### src/rtl/count_monitor_if.sv
// Bus between a counter stage under observation and the count_monitor sink.
// The master side drives count/clr; the monitor (slave side) reports status and statistics.
interface count_monitor_if #(
    parameter int WIDTH      = 5,
    parameter int WRAP_CNT_W = 16,
    parameter int ERR_CNT_W  = 8
);
    logic [WIDTH-1:0]      count;
    logic                  clr;
    logic                  locked;
    logic                  wrap;
    logic [WRAP_CNT_W-1:0] wrap_cnt;
    logic                  err;
    logic                  err_sticky;
    logic [ERR_CNT_W-1:0]  err_cnt;

    modport master (
        output count, clr,
        input  locked, wrap, wrap_cnt, err, err_sticky, err_cnt
    );

    modport slave (
        input  count, clr,
        output locked, wrap, wrap_cnt, err, err_sticky, err_cnt
    );
endinterface

### src/rtl/count_monitor.sv
// Self-checking sink for a free-running counter: verifies each sample is the previous
// sample plus one, reports lock, and keeps saturating wrap/error statistics.
module count_monitor #(
    parameter int WIDTH       = 5,
    parameter int WRAP_CNT_W  = 16,
    parameter int ERR_CNT_W   = 8,
    parameter int LOCK_CYCLES = 2
) (
    input  logic            clk,
    input  logic            rst,
    count_monitor_if.slave  bus
);

    typedef enum logic [1:0] {
        SEED    = 2'd0,
        LOCKING = 2'd1,
        LOCKED  = 2'd2
    } state_t;

    state_t                state_q, state_d;
    logic [WIDTH-1:0]      prev_q, prev_d;
    logic [3:0]            good_run_q, good_run_d;
    logic                  locked_q, locked_d;
    logic                  wrap_q, wrap_d;
    logic                  err_q, err_d;
    logic                  err_sticky_q, err_sticky_d;
    logic [WRAP_CNT_W-1:0] wrap_cnt_q, wrap_cnt_d;
    logic [ERR_CNT_W-1:0]  err_cnt_q, err_cnt_d;

    logic [WIDTH-1:0]      prev_plus_one;
    logic                  inc_ok;
    logic                  is_zero;
    logic [3:0]            good_run_inc;

    assign prev_plus_one = prev_q + WIDTH'(1);
    assign inc_ok        = (bus.count == prev_plus_one);
    assign is_zero       = (bus.count == '0);
    assign good_run_inc  = good_run_q + 4'd1;

    always_comb begin
        state_d    = state_q;
        good_run_d = good_run_q;
        prev_d     = bus.count;
        wrap_d     = 1'b0;
        err_d      = 1'b0;

        unique case (state_q)
            SEED: begin
                state_d    = LOCKING;
                good_run_d = 4'd0;
            end
            LOCKING: begin
                if (inc_ok) begin
                    wrap_d = is_zero;
                    if (good_run_inc == 4'(LOCK_CYCLES)) begin
                        state_d    = LOCKED;
                        good_run_d = 4'd0;
                    end else begin
                        good_run_d = good_run_inc;
                    end
                end else begin
                    good_run_d = 4'd0;
                end
            end
            LOCKED: begin
                if (inc_ok) begin
                    wrap_d = is_zero;
                end else begin
                    err_d      = 1'b1;
                    state_d    = LOCKING;
                    good_run_d = 4'd0;
                end
            end
            default: begin
                state_d    = SEED;
                good_run_d = 4'd0;
            end
        endcase

        locked_d = (state_d == LOCKED);

        // An event on the same edge as clr wins: the counter restarts at one, not zero.
        wrap_cnt_d = wrap_cnt_q;
        if (wrap_d) begin
            if (bus.clr)
                wrap_cnt_d = WRAP_CNT_W'(1);
            else if (wrap_cnt_q != '1)
                wrap_cnt_d = wrap_cnt_q + WRAP_CNT_W'(1);
        end else if (bus.clr) begin
            wrap_cnt_d = '0;
        end

        err_cnt_d = err_cnt_q;
        if (err_d) begin
            if (bus.clr)
                err_cnt_d = ERR_CNT_W'(1);
            else if (err_cnt_q != '1)
                err_cnt_d = err_cnt_q + ERR_CNT_W'(1);
        end else if (bus.clr) begin
            err_cnt_d = '0;
        end

        err_sticky_d = err_sticky_q;
        if (err_d)
            err_sticky_d = 1'b1;
        else if (bus.clr)
            err_sticky_d = 1'b0;
    end

    always_ff @(posedge clk or posedge rst) begin
        if (rst) begin
            state_q      <= SEED;
            prev_q       <= '0;
            good_run_q   <= 4'd0;
            locked_q     <= 1'b0;
            wrap_q       <= 1'b0;
            err_q        <= 1'b0;
            err_sticky_q <= 1'b0;
            wrap_cnt_q   <= '0;
            err_cnt_q    <= '0;
        end else begin
            state_q      <= state_d;
            prev_q       <= prev_d;
            good_run_q   <= good_run_d;
            locked_q     <= locked_d;
            wrap_q       <= wrap_d;
            err_q        <= err_d;
            err_sticky_q <= err_sticky_d;
            wrap_cnt_q   <= wrap_cnt_d;
            err_cnt_q    <= err_cnt_d;
        end
    end

    assign bus.locked     = locked_q;
    assign bus.wrap       = wrap_q;
    assign bus.err        = err_q;
    assign bus.err_sticky = err_sticky_q;
    assign bus.wrap_cnt   = wrap_cnt_q;
    assign bus.err_cnt    = err_cnt_q;

endmodule

### src/flat_wrapper.sv
// flat-port wrapper written by rule: the top's interface ports become plain ports
module count_monitor_flat 
#(
    parameter int WIDTH       = 5,
    parameter int WRAP_CNT_W  = 16,
    parameter int ERR_CNT_W   = 8,
    parameter int LOCK_CYCLES = 2
)
  (clk, rst, bus_count, bus_clr, bus_locked, bus_wrap, bus_wrap_cnt, bus_err, bus_err_sticky, bus_err_cnt);
  count_monitor_if #(.WIDTH(WIDTH), .WRAP_CNT_W(WRAP_CNT_W), .ERR_CNT_W(ERR_CNT_W)) bus_i ();
  input  logic clk;
  input  logic rst;
  input wire logic [$bits(bus_i.count)-1:0] bus_count;
  input wire logic [$bits(bus_i.clr)-1:0] bus_clr;
  output wire logic [$bits(bus_i.locked)-1:0] bus_locked;
  output wire logic [$bits(bus_i.wrap)-1:0] bus_wrap;
  output wire logic [$bits(bus_i.wrap_cnt)-1:0] bus_wrap_cnt;
  output wire logic [$bits(bus_i.err)-1:0] bus_err;
  output wire logic [$bits(bus_i.err_sticky)-1:0] bus_err_sticky;
  output wire logic [$bits(bus_i.err_cnt)-1:0] bus_err_cnt;
  assign bus_i.count = bus_count;
  assign bus_i.clr = bus_clr;
  assign bus_locked = bus_i.locked;
  assign bus_wrap = bus_i.wrap;
  assign bus_wrap_cnt = bus_i.wrap_cnt;
  assign bus_err = bus_i.err;
  assign bus_err_sticky = bus_i.err_sticky;
  assign bus_err_cnt = bus_i.err_cnt;
  count_monitor #(.WIDTH(WIDTH), .WRAP_CNT_W(WRAP_CNT_W), .ERR_CNT_W(ERR_CNT_W), .LOCK_CYCLES(LOCK_CYCLES)) u_core (.clk(clk), .rst(rst), .bus(bus_i));
endmodule
### config.mk
export PLATFORM = sky130hd
export DESIGN_NAME = count_monitor_flat
export DESIGN_NICKNAME = d
export VERILOG_FILES = /design/src/rtl/count_monitor_if.sv /design/src/rtl/count_monitor.sv /design/src/flat_wrapper.sv
export SDC_FILE = /design/constraint.sdc
export NUM_CORES = 1
export LEC_CHECK = 0
export CAP_MARGIN = 20
export CORE_MARGIN = 4
export CORE_UTILIZATION = 50
export DETAILED_ROUTE_END_ITERATION = 6
export GPL_TIMING_DRIVEN = 0
export PLACE_DENSITY = 0.75
export SYNTH_ARGS = -nofsm -noshare
export SYNTH_HDL_FRONTEND = slang
export SYNTH_SLANG_ARGS = --single-unit
### constraint.sdc
create_clock -name clk -period 3.6 [get_ports clk]
set_input_delay 0.72 -clock clk [delete_from_list [all_inputs] [get_ports clk]]
set_output_delay 0.72 -clock clk [all_outputs]
set_load 0.005 [all_outputs]
==> results of run 1 <==
metal layers:
metal	wire [um]	GRT usage, %	share of wire (%)
met2	2480	32.6	46
met4	64	7.38	1.2
met5	0	0	0
met1	2460	29.6	45
met3	407	4.75	7.5
worst paths after layout:
check	from	endpoint	slack, ps	depth (start not counted)
setup reg to reg	u_core.prev_q[0]	u_core.bus.wrap_cnt[3]	810	8
hold reg to reg	u_core.bus.err_sticky	u_core.bus.err_sticky	530	2
hold / removal	u_core.bus.err_sticky	u_core.bus.err_sticky	530	2
max in group asynchronous	rst	u_core.bus.wrap_cnt[7]	2210	2
min in group asynchronous	rst	u_core.bus.locked	890	2
setup / recovery	bus_count[4]	u_core.bus.wrap_cnt[3]	640	8
cell usage after synthesis, drive strengths merged, types with 6 or more instances:
cell / count
a21oi: 16
clkbuf: 9
dfrtp: 39
ha: 9
inv: 11
mux2: 8
nand2: 16
nand3: 12
nor2: 21
nor2b: 11
nor3: 7
nor4: 9
o21ai: 6
o31ai: 11
or4: 8
cell type report:
| type | instances | area (sq um) |
|---|---|---|
| buffer | 11 | 43.8 |
| tap | 52 | 65.1 |
| sequential | 39 | 976 |
| fill | 353 | 1570 |
| clock buffer | 6 | 82.6 |
| clock inverter | 2 | 35.0 |
| timing repair buffer | 34 | 340 |
| multi-input combinational | 188 | 1230 |
| inverter | 11 | 41.3 |
worst max-delay path, cell delays in order:
cell,delay [ps]
sky130_fd_sc_hd__clkdlybuf4s50_1,460
sky130_fd_sc_hd__xor2_1,180
sky130_fd_sc_hd__a211o_1,310
sky130_fd_sc_hd__a2111o_1,440
sky130_fd_sc_hd__clkbuf_1,250
sky130_fd_sc_hd__clkbuf_1,330
sky130_fd_sc_hd__o31ai_1,320
sky130_fd_sc_hd__a21oi_1,110
power groups by stage:
stage	logic, mW	clock network (mW)	registers (mW)
after floorplan	0.0982	0	0.464
after CTS	0.132	0.389	0.460
after detailed placement	0.131	0	0.468
final	0.130	0.378	0.459
after global routing	0.153	0.407	0.461
after global placement	0.127	0	0.467
cell usage in the layout (no fill, tap or decap), types with 10 or more instances in the layout:
| cell | instances |
|---|---|
| sky130_fd_sc_hd__inv_1 | 10 |
| sky130_fd_sc_hd__o31ai_1 | 11 |
| sky130_fd_sc_hd__nor2b_1 | 11 |
| sky130_fd_sc_hd__a21oi_1 | 16 |
| sky130_fd_sc_hd__nor2_1 | 21 |
| sky130_fd_sc_hd__dfrtp_1 | 39 |
| sky130_fd_sc_hd__clkdlybuf4s50_1 | 34 |
| sky130_fd_sc_hd__nand3_1 | 12 |
| sky130_fd_sc_hd__nand2_1 | 16 |
flip-flops by register name, summed over array words and instances (netlist names):
register and cells:
u_core.bus.err 1, u_core.bus.err_cnt 8, u_core.bus.err_sticky 1, u_core.bus.locked 1, u_core.bus.wrap 1, u_core.bus.wrap_cnt 16
u_core.good_run_q 4, u_core.prev_q 5, u_core.state_q 2
metrics by stage:
step / instances / instance area, sq um
2_1_floorplan: 249 / 2290
3_3_place_gp: 335 / 2700
3_5_place_dp: 335 / 2700
4_1_cts: 343 / 2820
5_1_grt: 343 / 2820
6_report: 343 / 2820
kinds of logic (layout without fill, tap and decap cells):
logic type,count (synthesis),count (layout),share of synthesized area [%]
AO/OA/AOI/OAI,57,57,17.2
AND/OR/NAND/NOR,108,108,25.4
XOR/XNOR,5,5,1.91
buffers and inverters,22,64,3.71
adder cells (fa/ha/maj),9,9,4.91
flip-flops,39,39,42.5
multiplexers,9,9,4.36
==> impl_summary.log, run 1 <==
INFO  metric finalMaxSlewViolations = 0
INFO  metric route.antenna.remaining_nets = 0
INFO  metric synth_cells = 249
INFO  metric gp_congestion = 0.853
INFO  metric worst_ir_drop_vdd = 205 uV
INFO  metric cts_root_buf = sky130_fd_sc_hd__clkbuf_8
INFO  metric dieArea = 5740 sq um
INFO  metric fin_hold_ws = 529 ps
INFO  metric grt_setup_unrepaired = false
INFO  metric clkSlewWorstSetupHoldPaths = 70 ps
INFO  metric cp-start-kind = input port
INFO  metric final_core_utilization = 64.3%
INFO  metric drive_gt1_share = 7.56%
INFO  metric power_share_of_the_sequential_group = 47.5%
INFO  metric synthDominantAreaCellType = sky130_fd_sc_hd__dfrtp_1
INFO  metric run_status = complete, no violations
INFO  metric detailedRoute.firstPassIterationCount = 4
INFO  metric netlist_area = 2290 sq um
INFO  metric area_delta_synth_final = 22.8%
INFO  metric avgRoutedWirePerCell = 15.8 um
INFO  metric combinational_power_share = 13.4%
INFO  metric yosys_warnings = 0
INFO  metric syn-num-nets = 266
INFO  metric clock_skew = 6.63 ps
INFO  metric grt_first_pass_wirelength = 9360 um
INFO  metric critical_path_class = input port to register
INFO  metric hold_violations = 0
INFO  metric die_h = 75.7 um
INFO  metric netlist.area_leader.share = 42.5%
INFO  metric synth_seq_cells = 39
INFO  metric final_min_period_over_clock_period = 82.2%
INFO  metric setup_ws = 639 ps
INFO  metric min-delay-path-class = register to register
INFO  metric synth.distinct_cells = 45
INFO  metric io_pins = 36
INFO  metric dpl_worst_slack = 363 ps
INFO  metric post-cts-setup-buffers = 0
INFO  metric final.setup.tns = 0 ps
INFO  metric max-cap-violations = 0
INFO  metric clock_power_share = 39.1%
INFO  metric number_of_synthesized_flops_with_an_enable_pin = 0
INFO  metric place.port_buffers = 34
INFO  metric worst_pin_slew = 791 ps
INFO  metric row_count = 24
INFO  metric clk-insertion-delay-late = 290 ps
INFO  metric power.share.switching = 25.3%
INFO  metric synthArstFlopShare = 100%
INFO  metric ys_seq_area_share = 42.5%
INFO  metric worst-endpoint-arrival = 3110 ps
INFO  metric syn_avg_cell_area = 9.22 sq um
INFO  metric totalPowerFinal = 0.968 mW
INFO  metric die_w = 75.7 um
INFO  metric nNetsFinal = 307
INFO  metric tritoncts.num_buffers = 5
INFO  metric timing.max_slew.rel_slack = 47.2%
INFO  metric drc_errors = 0
INFO  metric p_int = 0.723 mW
INFO  metric largest_driver_fanout_on_the_critical_path = 10
INFO  metric pwr_dens = 343 nW/um^2
INFO  metric avgViaCountPerCell = 6.24
INFO  metric setup-violations-final = 0
INFO  metric routed_wirelength = 5420 um
INFO  metric total_leakage_power = 1.11 nW
INFO  metric dr.first_iter.drc_count = 181
INFO  metric post_cts_resize_count = 0
INFO  metric inserted_diodes = 0
INFO  metric place.detailed.hpwl = 3820 um
INFO  metric fmax = 338 MHz
INFO  metric synth_ff_type = sky130_fd_sc_hd__dfrtp_1
INFO  metric globalRouteTotalUtil = 21.3%
INFO  metric gr-total-overflow = 0
INFO  metric core_region_area = 4380 sq um
INFO  metric p_switching = 0.245 mW
INFO  metric critical_path.endpoint_type = register
INFO  metric cts_hold_repair.buffers = 0
INFO  metric first_global_vias = 1991
INFO  metric routed-via-count = 2139
INFO  metric cell_types_occupying_the_most_area_after_synthesis = sky130_fd_sc_hd__dfrtp_1, sky130_fd_sc_hd__ha_1, sky130_fd_sc_hd__mux2_2
INFO  metric clk_path_buf_depth = 2
INFO  metric initial_antenna_violation_count = 0
INFO  metric htree_num_levels = 2
INFO  metric worst-endpoint-required = 3750 ps
INFO  metric cts.sink_count = 39
INFO  metric cts_tree = built
INFO  metric grt_start_max_net_pins = 40
INFO  metric initial_core_utilization = 52.3%
INFO  metric finalCriticalPeriod = 2960 ps
Note: power is estimated with default switching activity, not from simulation.
==> run 2, diff against run 1 <==
--- a/config.mk
+++ b/config.mk
@@ -7,7 +7,7 @@
 export LEC_CHECK = 0
 export CAP_MARGIN = 20
 export CORE_MARGIN = 4
-export CORE_UTILIZATION = 50
+export CORE_UTILIZATION = 48
 export DETAILED_ROUTE_END_ITERATION = 6
 export GPL_TIMING_DRIVEN = 0
 export PLACE_DENSITY = 0.75
==> constraint.sdc (replaced) <==
create_clock -name clk -period 2.7 [get_ports clk]
set_input_delay 0.54 -clock clk [delete_from_list [all_inputs] [get_ports clk]]
set_output_delay 0.54 -clock clk [all_outputs]
set_load 0.005 [all_outputs]
==> impl_summary.log, run 2 (synthesis results as in run 1) <==
INFO  metric final_core_utilization = 63.7%
INFO  metric total_leakage_power = 1.13 nW
INFO  metric dr.first_iter.drc_count = 134
INFO  metric totalPowerFinal = 1.23 mW
INFO  metric multi_input_area = 1290 sq um
INFO  metric nNetsFinal = 308
INFO  metric layout_commonest_cell = sky130_fd_sc_hd__dfrtp_1
INFO  metric clock_skew = 7.04 ps
INFO  metric area_delta_synth_final = 25.1%
INFO  metric critical_path_class = input port to register
INFO  metric routed-via-count = 2084
INFO  metric place.detailed.hpwl = 3840 um
INFO  metric route.antenna.remaining_nets = 0
INFO  metric worst_pin_slew = 784 ps
INFO  metric path_buf_inv = 2
INFO  metric routed_wirelength = 5480 um
INFO  metric finalCriticalPeriod = 2670 ps
INFO  metric setup_ws = 27.8 ps
INFO  metric clk_path_buf_depth = 2
INFO  metric holdCritStartpoint = u_core.bus.err_sticky
INFO  metric finalMaxSlewViolations = 0
INFO  metric max-cap-violations = 0
INFO  metric critical_path.endpoint_type = register
INFO  metric worst-endpoint-arrival = 2850 ps
INFO  metric final-seq-area = 976 sq um
INFO  metric core_region_area = 4500 sq um
INFO  metric cell_chain_critical_path = clkdlybuf4s50_1 > xor2_1 > a211o_1 > a2111o_1 > buf_4 > nor4_1 > mux2_2
INFO  metric drc_errors = 0
INFO  metric pwr_dens = 427 nW/um^2
INFO  metric final_min_period_over_clock_period = 99.0%
INFO  metric timing.max_slew.rel_slack = 47.7%
INFO  metric final.setup.tns = 0 ps
INFO  metric initial_antenna_violation_count = 0
INFO  metric initial_core_utilization = 50.9%
INFO  metric critPathSlowestCell = sky130_fd_sc_hd__clkdlybuf4s50_1
INFO  metric avgViaCountPerCell = 6.06
INFO  metric largest_register_ff_count = 16
INFO  metric row_count = 24
INFO  metric grt_start_max_net_pins = 40
INFO  metric cts_root_buf = sky130_fd_sc_hd__clkbuf_8
INFO  metric worst_ir_drop_vdd = 211 uV
INFO  metric worst-r2r-cell-count = 7
INFO  metric globalRouteTotalUtil = 19.0%
INFO  metric min-delay-path-class = register to register
INFO  metric cts_tree = built
INFO  metric worst_hold_path.num_cells = 2
INFO  metric regToRegSetupSlack = 80 ps
INFO  metric fmax = 374 MHz
INFO  metric die_h = 77.1 um
INFO  metric clk-insertion-delay-late = 290 ps
INFO  metric dpl_worst_slack = -398 ps
INFO  metric htree_num_levels = 2
INFO  metric timing.rr.end = u_core.bus.wrap_cnt[8]
INFO  metric place.port_buffers = 34
INFO  metric first_global_vias = 2051
INFO  metric detailedRoute.firstPassIterationCount = 6
INFO  metric run_status = complete, no violations
INFO  metric clkSlewWorstSetupHoldPaths = 80 ps
INFO  metric gp_congestion = 0.896
INFO  metric cp-start-kind = input port
INFO  metric slowest_delay = 460 ps
INFO  metric avgRoutedWirePerCell = 15.9 um
INFO  metric hold_violations = 0
INFO  metric grt_setup_unrepaired = true
INFO  metric die_w = 77.1 um
INFO  metric dieArea = 5950 sq um
INFO  metric grt_first_pass_wirelength = 9350 um
INFO  metric largest_driver_fanout_on_the_critical_path = 10
INFO  metric most-common-layout-cells = sky130_fd_sc_hd__dfrtp_1, sky130_fd_sc_hd__clkdlybuf4s50_1, sky130_fd_sc_hd__nor2_1
INFO  metric worst-endpoint-required = 2880 ps
INFO  metric fillers = 376
INFO  metric fin_hold_ws = 535 ps
INFO  metric drive_gt1_share = 9.59%
INFO  metric cts.sink_count = 39
INFO  metric holdPathEnd = u_core.bus.err_sticky
INFO  metric inserted_diodes = 0
INFO  metric gr-total-overflow = 0
INFO  metric io_pins = 36
INFO  metric tritoncts.num_buffers = 5
INFO  metric path_delay_family = compound AO/OA/AOI/OAI gates
INFO  metric setup-violations-final = 0
INFO  metric rr_startpoint = u_core.prev_q[0]
## run 2: cell types whose count changed in the layout (fill, tap and decap cells not counted), moves of 2 or more
cell | previous run | this run
sky130_fd_sc_hd__nor4_1 | 9 | 6
sky130_fd_sc_hd__nor4_4 | 0 | 2
sky130_fd_sc_hd__buf_4 | 0 | 2
sky130_fd_sc_hd__clkbuf_4 | 0 | 2
## run 2: area by class of cell
class	count	share of cell area (%)
Multi-Input combinational cell	188	44.8
Tap cell	52	2.27
Inverter	11	1.44
Timing Repair Buffer	35	12.1
Sequential cell	39	34.0
Buffer	11	1.87
Clock buffer	8	3.49
## run 2: metrics by stage
step	area, sq um	instances
4_1_cts	2810	343
3_3_place_gp	2700	335
5_1_grt	2870	344
2_1_floorplan	2290	249
3_5_place_dp	2700	335
6_report	2870	344
## run 2: per-layer routing
layer  up-vias  wire length (um)  global-route usage, %  part of all wire [%]
met5         -                 0                      0                     0
met4         0                53                   6.41                  0.97
met3         6               321                   4.45                   5.9
met2        70              2600                   29.8                    47
met1      1001              2500                   25.8                    46
li1       1007                 -                      -                     -
## run 2: timing repair
action	in CTS	in global routing
pin swaps	0	2
setup endpoints to repair	7	17
resized for setup	3	12
hold buffers	0	0
buffers inserted	0	1
## run 2: report_power, final
part,total [mW],switching (mW),leakage (nW),internal [mW]
combinational,0.181,0.109,0.546,0.0724
sequential,0.611,0.0150,0.530,0.596
clock,0.434,0.200,0.0515,0.233
total,1.23,0.324,1.13,0.902
## run 2: worst max-delay path by stage
stage | start | to | slack, ps | depth (start not counted)
after floorplan | u_core.prev_q[0] | u_core.bus.wrap_cnt[8] | 220 | 7
after global placement | bus_count[4] | u_core.bus.wrap_cnt[1] | -320 | 8
after detailed placement | bus_count[4] | u_core.bus.wrap_cnt[5] | -400 | 8
after CTS | bus_count[4] | u_core.bus.wrap_cnt[5] | 10 | 8
after global routing | bus_count[4] | u_core.bus.wrap_cnt[8] | -50 | 7
final | bus_count[4] | u_core.bus.wrap_cnt[8] | 30 | 7
## run 2: tightest hold or removal path, cell delays in order (launching register included)
cell and delay [ps]:
sky130_fd_sc_hd__dfrtp_1 380, sky130_fd_sc_hd__inv_1 50, sky130_fd_sc_hd__o21ai_0 60
==> run 3, diff against run 2 <==
--- a/config.mk
+++ b/config.mk
@@ -11,6 +11,7 @@
 export DETAILED_ROUTE_END_ITERATION = 6
 export GPL_TIMING_DRIVEN = 0
 export PLACE_DENSITY = 0.75
+export SLEW_MARGIN = 20
 export SYNTH_ARGS = -nofsm -noshare
 export SYNTH_HDL_FRONTEND = slang
 export SYNTH_SLANG_ARGS = --single-unit
==> impl_summary.log, run 3 (synthesis results as in run 1) <==
INFO  metric clk-insertion-delay-late = 290 ps
INFO  metric most-common-layout-cells = sky130_fd_sc_hd__dfrtp_1, sky130_fd_sc_hd__clkdlybuf4s50_1, sky130_fd_sc_hd__nor2_1
INFO  metric globalRouteTotalUtil = 19.9%
INFO  metric cell_chain_critical_path = clkdlybuf4s50_1 > xor2_2 > a211o_1 > a2111o_1 > buf_4 > nor4_4 > mux2_2
INFO  metric critPathSlowestCell = sky130_fd_sc_hd__clkdlybuf4s50_1
INFO  metric grt_first_pass_wirelength = 9780 um
INFO  metric finalMaxSlewViolations = 0
INFO  metric hold_violations = 0
INFO  metric setup-violations-final = 0
INFO  metric place.port_buffers = 34
INFO  metric worst-endpoint-required = 2880 ps
INFO  metric min-delay-path-class = input port to asynchronous set/reset pin
INFO  metric final_min_period_over_clock_period = 96.1%
INFO  metric regToRegSetupSlack = 120 ps
INFO  metric gr-total-overflow = 0
INFO  metric initial_antenna_violation_count = 0
INFO  metric final.setup.tns = 0 ps
INFO  metric rr_startpoint = u_core.prev_q[0]
INFO  metric largest_driver_fanout_on_the_critical_path = 10
INFO  metric max-cap-violations = 0
INFO  metric cts_root_buf = sky130_fd_sc_hd__clkbuf_8
INFO  metric post-cts-setup-buffers = 0
INFO  metric htree_num_levels = 2
INFO  metric place.detailed.hpwl = 3910 um
INFO  metric area_delta_synth_final = 27.0%
INFO  metric drive_gt1_share = 10.6%
INFO  metric drc_errors = 0
INFO  metric row_count = 24
INFO  metric total_leakage_power = 1.15 nW
INFO  metric routed-via-count = 2105
INFO  metric clock_skew = 4.68 ps
INFO  metric run_status = complete, no violations
INFO  metric finalCriticalPeriod = 2590 ps
INFO  metric worst-r2r-cell-count = 7
INFO  metric dr.first_iter.drc_count = 135
INFO  metric fin_hold_ws = 451 ps
INFO  metric die_h = 77.1 um
INFO  metric timing.rr.end = u_core.bus.wrap_cnt[13]
INFO  metric initial_core_utilization = 50.9%
INFO  metric inserted_diodes = 0
INFO  metric critical_path_class = input port to register
INFO  metric clkSlewWorstSetupHoldPaths = 80 ps
INFO  metric critical_path.endpoint_type = register
INFO  metric cts.sink_count = 39
INFO  metric nNetsFinal = 308
INFO  metric routed_wirelength = 5650 um
INFO  metric cts_tree = built
INFO  metric layout_commonest_cell = sky130_fd_sc_hd__dfrtp_1
INFO  metric largest_register_ff_count = 16
INFO  metric fmax = 386 MHz
INFO  metric avgRoutedWirePerCell = 16.4 um
INFO  metric pwr_dens = 447 nW/um^2
INFO  metric worst-endpoint-arrival = 2770 ps
INFO  metric route.antenna.remaining_nets = 0
INFO  metric tritoncts.num_buffers = 5
INFO  metric first_global_vias = 2080
INFO  metric grt_start_max_net_pins = 35
INFO  metric dieArea = 5950 sq um
INFO  metric avgViaCountPerCell = 6.12
INFO  metric worst_pin_slew = 620 ps
INFO  metric cp-start-kind = input port
INFO  metric slowest_delay = 480 ps
INFO  metric clk_path_buf_depth = 2
INFO  metric gp_congestion = 0.896
INFO  metric detailedRoute.firstPassIterationCount = 4
INFO  metric postPlaceCellArea = 2720 sq um
INFO  metric timing.max_slew.rel_slack = 58.3%
INFO  metric die_w = 77.1 um
INFO  metric worst_ir_drop_vdd = 362 uV
INFO  metric core_region_area = 4500 sq um
INFO  metric crit_start = bus_count[4]
INFO  metric io_pins = 36
INFO  metric cts_hold_repair.buffers = 0
INFO  metric final_instance_area = 2910 sq um
==> run 3: metal layers <==
| metal | GRT usage (%) | part of all wire, % |
|---|---|---|
| met1 | 27.8 | 46 |
| met2 | 31.3 | 48 |
| met3 | 4.57 | 4.6 |
| met4 | 4.63 | 0.81 |
| met5 | 0 | 0 |
==> run 3: critical path: cells and delay by family <==
kind,cells,cell delay (ps)
buffers and inverters,2,690
AO/OA/AOI/OAI,2,680
multiplexers,1,360
AND/OR/NAND/NOR,1,310
XOR/XNOR,1,180
==> run 3: timing repair <==
action / 4_1_cts / 5_1_grt
resized for setup: 3 / 12
cloned: 0 / 0
endpoints found under the setup margin: 7 / 18
pin swaps: 0 / 2
==> run 3: final cells by class <==
| type | count | area, sq um |
|---|---|---|
| multi-input combinational | 188 | 1300 |
| inverter | 11 | 41.3 |
| clock inverter | 2 | 35.0 |
| fill | 387 | 1590 |
| clock buffer | 6 | 82.6 |
| tap | 52 | 65.1 |
| buffer | 11 | 51.3 |
| timing repair buffer | 35 | 360 |
| sequential | 39 | 976 |
==> run 3: stage by stage <==
step | power (mW) | worst slack [ps] | util [%] | instances
2_1_floorplan | 0.750 | 223 | - | 249
3_3_place_gp | 0.794 | -324 | 59.9 | 335
3_5_place_dp | 0.800 | -373 | 60.4 | 336
4_1_cts | 1.31 | 31.2 | 63.2 | 344
5_1_grt | 1.37 | -20.0 | 64.7 | 344
6_report | 1.30 | 106 | 64.7 | 344
==> run 3: worst max path at each step <==
stage | depth (start not counted) | slack [ps] | end
6_report | 7 | 110 | u_core.bus.wrap_cnt[13]
5_1_grt | 7 | -20 | u_core.bus.wrap_cnt[14]
4_1_cts | 8 | 30 | u_core.bus.wrap_cnt[3]
3_5_place_dp | 8 | -370 | u_core.bus.wrap_cnt[5]
3_3_place_gp | 8 | -320 | u_core.bus.wrap_cnt[1]
2_1_floorplan | 7 | 220 | u_core.bus.wrap_cnt[8]
==> run 3: report_power, final <==
group          internal [mW]  switching, mW
combinational         0.0739          0.111
sequential             0.596         0.0156
clock                  0.299          0.206
total                  0.969          0.332
